### src/rtl/qracc_pkg.sv
// qracc_pkg: scheduler state encoding, default accumulator width and ADC midpoint helper.
package qracc_pkg;
  typedef enum logic [2:0] {IDLE, SRAM_REQ, SRAM_RD, MAC_DRIVE, MAC_SAMPLE, MAC_WAIT, RESULT} sched_state_t;
  localparam int ACC_BITS = 16;
  function automatic int adc_mid(input int bits);
    return 1 << (bits - 1);
  endfunction
endpackage

### src/rtl/qracc_shift_acc.sv
// qracc_shift_acc: per-column signed shift-accumulator of midpoint-centred ADC codes.
module qracc_shift_acc
  import qracc_pkg::*;
#(
  parameter int ADC_BITS = 4,
  parameter int ACC_W = ACC_BITS
) (
  input  logic                clk,
  input  logic                nrst,
  input  logic                clr,
  input  logic                en,
  input  logic                sign,
  input  logic [ADC_BITS-1:0] code,
  output logic [ACC_W-1:0]    acc
);
  logic signed [ADC_BITS:0] d, sd;
  always_comb begin
    d = $signed({1'b0, code}) - $signed((ADC_BITS+1)'(adc_mid(ADC_BITS)));
    sd = sign ? -d : d;
  end
  // MSB-first planes: shift previous partial sum, then add this plane's weighted sample
  always_ff @(posedge clk or negedge nrst)
    if (!nrst) acc <= '0;
    else if (clr) acc <= '0;
    else if (en) acc <= (acc << 1) + {{(ACC_W-ADC_BITS-1){sd[ADC_BITS]}}, sd};
endmodule

### src/rtl/qracc_column_scheduler.sv
// qracc_column_scheduler: arbitrates the column between host SRAM access and
// bit-serial ternary MAC planes, accumulating a signed result per column.
module qracc_column_scheduler
  import qracc_pkg::*;
#(
  parameter int numRows = 128,
  parameter int numCols = 1,
  parameter int numAdcBits = 4,
  parameter int numCfgBits = 8,
  parameter int accBits = ACC_BITS
) (
  input  logic                         clk,
  input  logic                         nrst,
  input  logic [numCfgBits-1:0]        cfg_settle_i,
  input  logic                         h_rq_valid_i,
  output logic                         h_rq_ready_o,
  input  logic                         h_rq_wr_i,
  input  logic [$clog2(numRows)-1:0]   h_addr_i,
  input  logic [numCols-1:0]           h_wr_data_i,
  output logic                         h_rd_valid_o,
  output logic [numCols-1:0]           h_rd_data_o,
  input  logic                         pl_valid_i,
  output logic                         pl_ready_o,
  input  logic [numRows-1:0]           pl_p_i,
  input  logic [numRows-1:0]           pl_n_i,
  input  logic                         pl_sign_i,
  input  logic                         pl_last_i,
  output logic                         res_valid_o,
  input  logic                         res_ready_i,
  output logic [numCols*accBits-1:0]   res_data_o,
  output logic                         mac_en_o,
  output logic [numRows-1:0]           data_p_o,
  output logic [numRows-1:0]           data_n_o,
  output logic                         rq_valid_o,
  output logic                         rq_wr_o,
  output logic [$clog2(numRows)-1:0]   addr_o,
  output logic [numCols-1:0]           wr_data_o,
  input  logic [numCols*numAdcBits-1:0] adc_out_i,
  input  logic                         rq_ready_i,
  input  logic                         rd_valid_i,
  input  logic [numCols-1:0]           rd_data_i
);
  localparam int AW = $clog2(numRows);
  sched_state_t state;
  logic rr, wr, sign, last, h_rd_valid, mac_req, grant_host, grant_mac, accept, mac;
  logic [AW-1:0] addr;
  logic [numCols-1:0] wdata, rdata;
  logic [numRows-1:0] p, n;
  logic [numCfgBits-1:0] cnt;
  // rr=0 favours the host; whichever side wins becomes the lower priority
  always_comb begin
    mac_req = pl_valid_i && !res_valid_o;
    grant_host = state == IDLE && h_rq_valid_i && (!mac_req || !rr);
    grant_mac = state == IDLE && mac_req && (!h_rq_valid_i || rr);
    accept = grant_mac || (pl_valid_i && (state == MAC_WAIT || (state == MAC_SAMPLE && !last)));
    mac = state inside {MAC_DRIVE, MAC_SAMPLE, MAC_WAIT};
  end
  assign h_rq_ready_o = grant_host;
  assign pl_ready_o = accept;
  assign mac_en_o = mac;
  assign data_p_o = mac ? p : '0;
  assign data_n_o = mac ? n : '0;
  assign rq_valid_o = state == SRAM_REQ;
  assign rq_wr_o = wr;
  assign addr_o = addr;
  assign wr_data_o = wdata;
  assign h_rd_valid_o = h_rd_valid;
  assign h_rd_data_o = rdata;
  assign res_valid_o = state == RESULT;
  always_ff @(posedge clk or negedge nrst)
    if (!nrst) begin
      state <= IDLE;
      rr <= 1'b0;
      wr <= 1'b0;
      addr <= '0;
      wdata <= '0;
      rdata <= '0;
      h_rd_valid <= 1'b0;
      p <= '0;
      n <= '0;
      sign <= 1'b0;
      last <= 1'b0;
      cnt <= '0;
    end else begin
      h_rd_valid <= 1'b0;
      if (grant_host || grant_mac) rr <= grant_host;
      if (grant_host) begin
        addr <= h_addr_i;
        wr <= h_rq_wr_i;
        wdata <= h_wr_data_i;
      end
      // a row flagged both +1 and -1 resolves to -1
      if (accept) begin
        p <= pl_p_i & ~pl_n_i;
        n <= pl_n_i;
        sign <= pl_sign_i;
        last <= pl_last_i;
        cnt <= cfg_settle_i;
      end else if (state == MAC_DRIVE && cnt != '0) cnt <= cnt - 1'b1;
      case (state)
        IDLE: state <= grant_host ? SRAM_REQ : grant_mac ? MAC_DRIVE : IDLE;
        SRAM_REQ: if (rq_ready_i) state <= wr ? IDLE : SRAM_RD;
        SRAM_RD: if (rd_valid_i) begin
          rdata <= rd_data_i;
          h_rd_valid <= 1'b1;
          state <= IDLE;
        end
        MAC_DRIVE: if (cnt == '0) state <= MAC_SAMPLE;
        MAC_SAMPLE: state <= last ? RESULT : accept ? MAC_DRIVE : MAC_WAIT;
        MAC_WAIT: if (accept) state <= MAC_DRIVE;
        RESULT: if (res_ready_i) state <= IDLE;
        default: state <= IDLE;
      endcase
    end
  for (genvar c = 0; c < numCols; c++) begin : g_col
    qracc_shift_acc #(.ADC_BITS(numAdcBits), .ACC_W(accBits)) u_acc (
      .clk,
      .nrst,
      .clr(grant_mac),
      .en(state == MAC_SAMPLE),
      .sign,
      .code(adc_out_i[c*numAdcBits +: numAdcBits]),
      .acc(res_data_o[c*accBits +: accBits])
    );
  end
endmodule

### config.mk
export PLATFORM = sky130hd
export DESIGN_NAME = qracc_column_scheduler
export DESIGN_NICKNAME = d
export VERILOG_FILES = /design/src/rtl/qracc_pkg.sv /design/src/rtl/qracc_shift_acc.sv /design/src/rtl/qracc_column_scheduler.sv
export SDC_FILE = /design/constraint.sdc
export NUM_CORES = 1
export LEC_CHECK = 0
export BUFFER_PORTS_ARGS = -buffer_cell sky130_fd_sc_hd__buf_2
export CAP_MARGIN = 15
export CELL_PAD_IN_SITES_DETAIL_PLACEMENT = 0
export CELL_PAD_IN_SITES_GLOBAL_PLACEMENT = 2
export CORE_AREA = 2 2 228 230
export CTS_CLUSTER_DIAMETER = 120
export DETAILED_ROUTE_END_ITERATION = 8
export DIE_AREA = 0 0 230 232
export PLACE_DENSITY_LB_ADDON = 0.05
export SLEW_MARGIN = 20
export SYNTH_ARGS = -nofsm -noshare
export SYNTH_HDL_FRONTEND = slang
export SYNTH_SLANG_ARGS = --single-unit
export TNS_END_PERCENT = 10
### constraint.sdc
create_clock -name clk -period 3.7 [get_ports clk]
set_clock_uncertainty 0.2 [all_clocks]
set_input_delay 0.555 -clock clk [delete_from_list [all_inputs] [get_ports clk]]
set_output_delay 0.555 -clock clk [all_outputs]
set_load 0.05 [all_outputs]
==> summary.md, run 1 <==
Outcome
- result of the run: complete, no violations

Synthesis
- synthesized flop and latch total: 297
- YS warnings: 0
- FFs w/ async S/R, synth: 100.0%
- synthesized area divided by synthesized cell count: 10.62 sq um
- share of the yosys chip area belonging to registers: 50.69%
- mux contribution to synthesized area: 12.39%
- Syn Std Cell Area: 14660 sq um
- Simple-Gate Fraction of Synth Area: 23.08%
- Netlist cell types: 49
- area share of the largest cell type after synthesis: 50.69%
- most instantiated cells after synthesis: 297 x sky130_fd_sc_hd__dfrtp_1, 257 x sky130_fd_sc_hd__and2_1, 184 x sky130_fd_sc_hd__nand2_1
- synth top area cells: sky130_fd_sc_hd__dfrtp_1 51%, sky130_fd_sc_hd__and2_1 11%, sky130_fd_sc_hd__mux2_4 9.0%
- xor and xnor fraction of the mapped netlist area: 0.9557%
- adder and majority cell fraction of the synthesized area: 1.587%
- library cell with the largest summed area after synthesis: sky130_fd_sc_hd__dfrtp_1
- Top FF cell, synth: sky130_fd_sc_hd__dfrtp_1
- combinational family with the most area after synthesis: simple AND/OR/NAND/NOR gates
- Synthesized Nets: 1686
- post-synthesis instance total: 1381
- number of flops mapped to enable cells by yosys: 0
- leading cell type by number of instances after synthesis: sky130_fd_sc_hd__dfrtp_1
- Synth Area in Compound Gates: 7.825%

Floorplan
- Std-Cell Core Area: 50890 sq um
- die extent in x: 230 um
- initial core utilization: 28.81%
- row count: 83
- area of the die: 53360 sq um
- die boundary height: 232 um
- number of top-level pins: 575

Clocking
- CTS Root Cell: sky130_fd_sc_hd__clkbuf_16
- total number of H-tree levels: 2
- CTS tree: yes
- number of setup buffers added after CTS: 0
- Sink Count: 297
- clock network latency to the later pin of the worst-skew pair: 550 ps
- number of CTS-inserted buffers: 39
- CTS clk-pin slew, worst paths: 60 ps
- buffers from clock root to sink, at most: 3

Critical path
- maximum net fanout on the critical path: 132
- arrival time at the worst endpoint: 2600 ps
- beginning of the worst register-to-register path: sign
- CP max stage cell: sky130_fd_sc_hd__dfrtp_1
- buffering stage count on the worst path with inverters included: 2
- type of element launching the critical path: register
- first element of the critical path: state[0]
- startpoint-to-endpoint class of the critical path: reg -> out
- endpoint kind of the worst setup timing path: output pin
- Largest stage delay, worst path: 550 ps
- required time of the worst setup path: 2940 ps
- cell-by-cell trace of the critical path: nand3b_1, nand2_4, buf_12, and2_1, buf_2
- delay-heaviest family, CP: simple AND/OR/NAND/NOR gates

Timing
- Slew @ Worst Pin: 796.6 ps
- setup TNS: 0 ps
- RSZ-0062 raised after global routing: no
- worst slew slack as a fraction of its limit: 46.65%
- ratio of final minimum period to clock period: 90.62%
- Highest Clock Rate: 298.2 MHz
- Setup WS post-layout: 347.1 ps
- number of failing setup endpoints in the final timing report: 0
- clock period minus worst slack: 3353 ps
- Hold Fails Final Rpt: 0
- number of max-slew violations in the final report: 0

Detailed routing
- First-pass DRT Iterations: 4
- first-iteration detailed-routing DRC count: 533
- routed length per placed instance: 19.31 um
- number of nets with antenna violations after routing: 0
- via count: 11733
- number of DRC violations after detailed routing: 0
- via density per instance: 4.394
- WL final: 51550 um

Min path
- start point of the worst min-delay path: pl_n_i[56]
- Min-Delay Path Class: in -> reg

Power
- areal power density over the cells: 965.2 nW/um^2
- leakage power total: 10.27 nW
- maximum vdd ir drop: 0.3933 mV
- power after layout: 18.93 mW

Cells and area
- area grow syn2layout: 33.77%
- layout net count: 2257
- cell area after layout: 19620 sq um
- ratio of cells with drive above 1 in the final layout: 40.34%
- post-layout util: 38.55%

Global route
- pin count of the biggest net entering global routing: 133
- total track usage: 18.98%
- global-route congestion overflow total: 0
- antenna violations before repair: 21
- first-pass GRT wire length: 76810 um
- via count of the first global-routing pass: 12226

Place
- IO buf count: 574
- detailed placement HPWL: 38690 um
- area post-placement: 18210 sq um
- final RePlAce weighted congestion: 0.8056
- DP Worst Slack: 130.8 ps

Run
- max-cap violation count: 0

-- layer usage --
layer	track usage, %	vias up	part of all wire, %
li1	-	5699	-
met1	22.42	5572	40
met2	31.45	348	48
met3	6.889	96	8.2
met4	7.359	18	3.0
met5	0	-	0.21
-- worst register-to-register path, stage by stage, from the launching register on --
cell and delay (ps):
sky130_fd_sc_hd__dfrtp_1 440, sky130_fd_sc_hd__o21ai_0 460, sky130_fd_sc_hd__ha_1 390, sky130_fd_sc_hd__a21o_1 190, sky130_fd_sc_hd__a221oi_1 420, sky130_fd_sc_hd__o21ai_0 250
sky130_fd_sc_hd__a31o_2 330, sky130_fd_sc_hd__xnor2_1 140, sky130_fd_sc_hd__o21ai_0 90
-- area by class of cell --
cell class,instances,area [sq um]
Clock inverter,9,76.32
Timing Repair Buffer,608,3266
Multi-Input combinational cell,995,6729
Fill cell,5296,31270
Clock buffer,58,1190
Tap cell,680,850.8
Sequential cell,297,7432
Inverter,11,41.29
Antenna cell,12,30.03
-- flip-flops by register name (all words and copies together), names as in the netlist --
name	flops
sign	1
last	1
h_rd_valid_o	1
addr_o	7
g_col.u_acc.acc	16
rr	1
state	3
wr_data_o	1
cnt	8
p	128
n	128
rq_wr_o	1
h_rd_data_o	1
-- final timing paths --
| kind | to | slack, ps | depth (start not counted) |
|---|---|---|---|
| hold reg to reg | p[81] | 270 | 2 |
| hold / removal | n[56] | 40 | 2 |
| min in group asynchronous | n[90] | 400 | 2 |
| setup / recovery | data_n_o[58] | 350 | 5 |
| max in group asynchronous | n[99] | 1920 | 4 |
| setup reg to reg | g_col[0].u_acc.acc[11] | 660 | 8 |
-- where the power goes --
group	leakage [nW]	internal, mW	switching [mW]
Combinational	5.94	3.21	6.35
Clock	0.628	2.28	1.49
Sequential	3.70	4.79	0.809
-- stage by stage --
step                      hold slack, ps  std cells
after global placement             255.0       2580
after global routing               20.83       2666
after detailed placement           256.4       2580
after floorplan                    59.41       1381
final                              43.26       2670
after CTS                          1.848       2658
-- cell usage in the layout (no fill, tap or decap), types with 3 or more instances in the layout --
cell type                       synthesis  layout
sky130_fd_sc_hd__a21o_1                 5       5
sky130_fd_sc_hd__a21oi_1               21      21
sky130_fd_sc_hd__a31o_2                 3       3
sky130_fd_sc_hd__a31oi_1                6       6
sky130_fd_sc_hd__and2_1               257     257
sky130_fd_sc_hd__buf_12                 0       8
sky130_fd_sc_hd__buf_2                 14     573
sky130_fd_sc_hd__buf_4                  2      15
sky130_fd_sc_hd__clkbuf_1              43       7
sky130_fd_sc_hd__clkbuf_16              0      41
sky130_fd_sc_hd__clkbuf_8               0      10
sky130_fd_sc_hd__clkinv_2               0       6
sky130_fd_sc_hd__dfrtp_1              297     297
sky130_fd_sc_hd__diode_2                0      12
sky130_fd_sc_hd__dlygate4sd3_1          0      11
sky130_fd_sc_hd__ha_1                  17      17
sky130_fd_sc_hd__inv_1                  9       9
sky130_fd_sc_hd__mux2_2                44      44
sky130_fd_sc_hd__mux2_4                88      88
sky130_fd_sc_hd__nand2_1              184     183
sky130_fd_sc_hd__nand2b_1             134     134
sky130_fd_sc_hd__nand3_1                8       8
sky130_fd_sc_hd__nor2_1                19      19
sky130_fd_sc_hd__nor2b_1                3       3
sky130_fd_sc_hd__nor3_1                 5       5
sky130_fd_sc_hd__o21a_1                 3       3
sky130_fd_sc_hd__o21ai_0              119     119
sky130_fd_sc_hd__o21ai_1               29      29
sky130_fd_sc_hd__o22ai_1                7       7
sky130_fd_sc_hd__xnor2_1                9       9
sky130_fd_sc_hd__xor2_1                 7       7
-- timing repair --
item / in CTS / in global routing
gates resized for setup: 0 / 0
hold buffers: 11 / 0
endpoints found under the hold margin: 84 / 0
-- cells by family after synthesis --
family / Yosys count
buf+inv: 89
mux: 132
flops: 297
xor+xnor: 16
fa+ha+maj: 18
simple gates: 622
compound gates: 207
(Power assumes the default switching activity.)
==> run 2, diff against run 1 <==
- PLACE_DENSITY_LB_ADDON: 0.05 -> 0.25
==> run 2 against run 1 <==
Register-to-register slack hardly changed. Power grew 2.1%. Sequential cell count unchanged. Die area unchanged. First-iteration DRC count is 6.9% higher. Clock power grew 5.8%. Fmax is 1.5% lower. Sequential share of layout area fell by 0.39 points. Critical path type unchanged. Largest cell class unchanged.
==> summary.md, run 2 (synthesis gave the netlist of run 1 again) <==
Clocking
- CTS tree: yes
- clock network latency to the later pin of the worst-skew pair: 540 ps, about the same
- CTS clk-pin slew, worst paths: 60 ps, about the same
- Sink Count: 297, unchanged
- CTS Root Cell: sky130_fd_sc_hd__clkbuf_16
- number of CTS-inserted buffers: 38, -2.6%
- total number of H-tree levels: 2, unchanged
- buffers from clock root to sink, at most: 3, unchanged
- number of setup buffers added after CTS: 0, unchanged

Detailed routing
- via density per instance: 4.394, about the same
- number of nets with antenna violations after routing: 0, unchanged
- number of DRC violations after detailed routing: 0, unchanged
- First-pass DRT Iterations: 4, unchanged
- first-iteration detailed-routing DRC count: 570, +6.9%
- WL final: 50180 um, -2.6%
- routed length per placed instance: 18.80 um, -2.6%
- via count: 11728, -0.043%

Floorplan
- Std-Cell Core Area: 50890 sq um, unchanged
- area of the die: 53360 sq um, unchanged
- number of top-level pins: 575, unchanged
- row count: 83, unchanged
- die extent in x: 230 um, unchanged
- initial core utilization: 28.81%, unchanged
- die boundary height: 232 um, unchanged

Global route
- total track usage: 18.44%, -0.54 points
- pin count of the biggest net entering global routing: 80, -40%
- first-pass GRT wire length: 75250 um, -2.0%
- antenna violations before repair: 18, -14%
- via count of the first global-routing pass: 12220, -0.049%
- global-route congestion overflow total: 0, unchanged

Critical path
- maximum net fanout on the critical path: 44, -67%
- Worst R2R Setup Slack: 670 ps, about the same
- required time of the worst setup path: 2940 ps, about the same
- arrival time at the worst endpoint: 2650 ps, +50 ps
- critical register-to-register path endpoint: g_col[0].u_acc.acc[13]
- startpoint-to-endpoint class of the critical path: reg -> out
- cell-by-cell trace of the critical path: nand3b_1, nand2_4, buf_12, and2_1, buf_2
- beginning of the worst register-to-register path: sign
- Largest stage delay, worst path: 500 ps, -50 ps
- CP max stage cell: sky130_fd_sc_hd__dfrtp_1
- cells on worst reg2reg path: 8, unchanged
- endpoint kind of the worst setup timing path: output pin
- type of element launching the critical path: register

Timing
- Hold Fails Final Rpt: 0, unchanged
- Highest Clock Rate: 293.8 MHz, -1.5%
- RSZ-0062 raised after global routing: no
- Slew @ Worst Pin: 754.2 ps, -42.39 ps
- setup TNS: 0 ps, unchanged
- Fin Hold WS: 48.18 ps, +4.918 ps
- worst slew slack as a fraction of its limit: 49.53%, +2.9 points
- number of failing setup endpoints in the final timing report: 0, unchanged
- Setup WS post-layout: 296.0 ps, -51.08 ps
- clock period minus worst slack: 3404 ps, +51.08 ps
- ratio of final minimum period to clock period: 92.00%, +1.4 points
- number of max-slew violations in the final report: 0, unchanged

Cells and area
- footprint of the multi-input gates: 6729 sq um, unchanged
- most used cells in the layout excluding fill and tap cells: 573 x sky130_fd_sc_hd__buf_2, 297 x sky130_fd_sc_hd__dfrtp_1, 257 x sky130_fd_sc_hd__and2_1
- largest registers: n: 128 flops, p: 128 flops, g_col.u_acc.acc: 16 flops
- layout net count: 2263, +0.27%
- post-layout util: 38.95%, +0.40 points
- most common library cell in the layout ignoring fill and taps: sky130_fd_sc_hd__buf_2
- ratio of cells with drive above 1 in the final layout: 40.67%, +0.32 points
- combined flip-flop and latch cell area: 7432 sq um, unchanged
- area grow syn2layout: 35.16%
- fill cell instance count of the final layout: 5307, +0.21%

Min path
- Min-Delay Path Class: in -> reg
- number of cells on the worst hold path: 2, unchanged
- capture endpoint of the worst hold path: n[102]
- start point of the worst min-delay path: pl_n_i[102]

Run
- max-cap violation count: 0, unchanged

Power
- leakage power total: 10.37 nW, +0.93%
- areal power density over the cells: 975.4 nW/um^2, +1.1%
- maximum vdd ir drop: 0.4331 mV, +10%

Place
- detailed placement HPWL: 38250 um, -1.1%
- IO buf count: 574, unchanged
- final RePlAce weighted congestion: 0.8171, +1.4%
- DP Worst Slack: 182.2 ps, +51.39 ps

Outcome
- result of the run: complete, no violations

run 2: cell type report:
class / count / share of cell area (%)
Sequential cell: 297 / 37.50
Multi-Input combinational cell: 995 / 33.95
Timing Repair Buffer: 615 / 17.26
Clock buffer: 46 / 5.310
Tap cell: 680 / 4.293
Clock inverter: 18 / 1.383
Inverter: 11 / 0.2083
Antenna cell: 7 / 0.08839
run 2: through the flow:
| step | instance area, sq um | std cells | total power [mW] |
|---|---|---|---|
| final | 19820 | 2669 | 19.33 |
| after global routing | 19810 | 2665 | 20.57 |
| after CTS | 19800 | 2662 | 19.62 |
| after detailed placement | 18350 | 2586 | 15.48 |
| after global placement | 18350 | 2586 | 15.39 |
| after floorplan | 14660 | 1381 | 12.95 |
run 2: per-layer routing:
layer	up-vias	track usage, %	wire (um)
met5	-	0	112
met4	18	6.028	1315
met3	80	6.667	4012
met2	344	31.29	24520
met1	5583	21.63	20230
li1	5703	-	-
run 2: report_power, final:
group,internal [mW],switching [mW],leakage [nW],total [mW]
logic,3.35,6.36,6.01,9.71
registers,4.79,0.836,3.70,5.63
clock network,2.50,1.49,0.654,3.99
total,10.6,8.69,10.4,19.3
run 2: worst max-delay path by stage:
stage | to | cells after the start | slack [ps] | startpoint
detailed placement | g_col[0].u_acc.acc[13] | 13 | 180 | adc_out_i[0]
global placement | g_col[0].u_acc.acc[13] | 13 | 170 | adc_out_i[0]
CTS | data_p_o[58] | 5 | 200 | state[0]
floorplan | g_col[0].u_acc.acc[12] | 8 | 330 | adc_out_i[3]
global route | data_n_o[10] | 5 | 60 | state[2]
finish | data_n_o[11] | 5 | 300 | state[2]
run 2: repair_timing:
action	4_1_cts	5_1_grt
hold endpoints to repair	84	0
hold buffers	12	0
gates resized for setup	0	0
run 2: critical path: cells and delay by family, from the launching register on:
family                 cells  cell delay [ps]
and+or+nand+nor            3              980
buffers and inverters      2              560
DFF                        1              500
==> run 3, diff against run 2 <==
--- a/constraint.sdc
+++ b/constraint.sdc
@@ -4,2 +4,2 @@
 set_output_delay 0.555 -clock clk [all_outputs]
-set_load 0.05 [all_outputs]
+set_load 0.005 [all_outputs]
==> run 3 against run 2 <==
Register-to-register slack got worse by 20 ps. Largest cell class unchanged. Final area is 0.58% lower. Worst setup slack gained 66 ps. Global-route usage shrank 0.096 points. Largest power group unchanged. First-iteration DRC count down 12%. Count of clock-buffer cells in the layout rose by 5. Core utilization decreased by 0.23 points. Critical path depth unchanged. Power decreased by 18%.
==> summary.md, run 3 (synthesis gave the netlist of run 1 again) <==
Outcome
- result of the run: complete, no violations

Place
- final RePlAce weighted congestion: 0.8134, -0.45%
- detailed placement HPWL: 37780 um, -1.2%
- IO buf count: 574, unchanged

Cells and area
- layout net count: 2262, -0.044%
- ratio of cells with drive above 1 in the final layout: 40.45%, -0.21 points
- post-layout util: 38.72%, -0.23 points
- most common library cell in the layout ignoring fill and taps: sky130_fd_sc_hd__buf_2
- area grow syn2layout: 34.37%
- largest registers: n: 128 flops, p: 128 flops, g_col.u_acc.acc: 16 flops
- fill cell instance count of the final layout: 5229, -1.5%
- most used cells in the layout excluding fill and tap cells: 573 x sky130_fd_sc_hd__buf_2, 297 x sky130_fd_sc_hd__dfrtp_1, 257 x sky130_fd_sc_hd__and2_1

Detailed routing
- number of nets with antenna violations after routing: 0, unchanged
- first-iteration detailed-routing DRC count: 499, -12%
- routed length per placed instance: 18.69 um, -0.61%
- via count: 11733, +0.043%
- First-pass DRT Iterations: 4, unchanged
- number of DRC violations after detailed routing: 0, unchanged
- via density per instance: 4.388, -0.14%
- WL final: 49970 um, -0.43%

Global route
- via count of the first global-routing pass: 12117, -0.84%
- antenna violations before repair: 18, unchanged
- first-pass GRT wire length: 74600 um, -0.86%
- total track usage: 18.35%, -0.096 points
- global-route congestion overflow total: 0, unchanged
- pin count of the biggest net entering global routing: 87, +8.8%

Floorplan
- die boundary height: 232 um, unchanged
- initial core utilization: 28.81%, unchanged
- die extent in x: 230 um, unchanged
- number of top-level pins: 575, unchanged
- Std-Cell Core Area: 50890 sq um, unchanged
- row count: 83, unchanged
- area of the die: 53360 sq um, unchanged

Clocking
- total number of H-tree levels: 2, unchanged
- Sink Count: 297, unchanged
- buffers from clock root to sink, at most: 3, unchanged
- number of CTS-inserted buffers: 39, +2.6%
- cts repair resizes: 0, unchanged
- CTS clk-pin slew, worst paths: 60 ps, about the same
- CTS tree: yes
- CTS Root Cell: sky130_fd_sc_hd__clkbuf_16
- clock network latency to the later pin of the worst-skew pair: 540 ps, about the same

Critical path
- CP max stage cell: sky130_fd_sc_hd__dfrtp_1
- cells on worst reg2reg path: 8, unchanged
- Largest stage delay, worst path: 570 ps, +70 ps
- required time of the worst setup path: 2940 ps, about the same
- arrival time at the worst endpoint: 2580 ps, -70 ps
- startpoint-to-endpoint class of the critical path: reg -> out
- type of element launching the critical path: register
- maximum net fanout on the critical path: 36, -18%
- cell-by-cell trace of the critical path: nand3b_1, nand2_4, buf_4, and2_1, buf_2
- endpoint kind of the worst setup timing path: output pin

Timing
- Slew @ Worst Pin: 790.6 ps, +36.39 ps
- number of failing setup endpoints in the final timing report: 0, unchanged
- number of max-slew violations in the final report: 0, unchanged
- ratio of final minimum period to clock period: 90.22%, -1.8 points
- Highest Clock Rate: 299.6 MHz, +2.0%
- worst slew slack as a fraction of its limit: 47.10%, -2.4 points
- clock period minus worst slack: 3338 ps, -65.95 ps
- setup TNS: 0 ps, unchanged
- RSZ-0062 raised after global routing: no
- Hold Fails Final Rpt: 0, unchanged

Min path
- number of cells on the worst hold path: 3, +1
- Min-Delay Path Class: in -> reg

Power
- maximum vdd ir drop: 0.3594 mV, -17%
- areal power density over the cells: 803.1 nW/um^2, -18%
- leakage power total: 10.30 nW, -0.60%

Run
- max-cap violation count: 0, unchanged

run 3: critical path: cells and delay by family (launching register included):
family                 cells  cell delay (ps)
buffers and inverters      2              480
DFF                        1              570
and+or+nand+nor            3              960
run 3: layer usage:
metal | GRT usage, % | wire length, um | part of all wire, % | vias to the layer above
met2 | 30.76 | 24090 | 48 | 353
met1 | 21.69 | 20250 | 41 | 5561
li1 | - | - | - | 5704
met3 | 6.532 | 3948 | 7.9 | 93
met5 | 0 | 136 | 0.27 | -
met4 | 6.492 | 1544 | 3.1 | 22
run 3: final timing paths:
check,from,to,slack (ps)
setup / recovery,state[0],data_p_o[69],360
hold / removal,h_wr_data_i,wr_data_o,40
setup reg to reg,sign,g_col[0].u_acc.acc[12],650
hold reg to reg,p[114],p[114],270
max in group asynchronous,nrst,n[20],2000
min in group asynchronous,nrst,g_col[0].u_acc.acc[0],410
run 3: layout make-up:
class	count	area, sq um	area share [%]
well taps	680	850.8	4.318
repair buffers	613	3358	17.04
clock buffers	51	1094	5.550
diodes	9	22.52	0.1143
inverters	11	41.29	0.2096
multi-input cells	995	6729	34.15
clock inverters	18	175.2	0.8891
flip-flops and latches	297	7432	37.72
run 3: through the flow:
step | cell area, sq um | setup WS (ps) | power [mW] | hold WS, ps | std cells
floorplan | 14660 | 326.1 | 9.751 | 59.41 | 1381
global placement | 18280 | 183.7 | 12.11 | 252.7 | 2583
detailed placement | 18280 | 213.0 | 12.19 | 257.9 | 2583
CTS | 19680 | 255.3 | 16.14 | 1.171 | 2665
global route | 19690 | 135.2 | 17.08 | 18.98 | 2669
finish | 19700 | 361.9 | 15.82 | 43.09 | 2674
run 3: what timing repair did:
item / 4_1_cts / 5_1_grt
setup buffers: 0 / 0
hold buffers: 13 / 0
hold endpoints to repair: 92 / 0
run 3: power breakdown:
group          switching, mW  internal [mW]
sequential             0.824           4.79
combinational           3.14           3.27
clock                   1.50           2.29
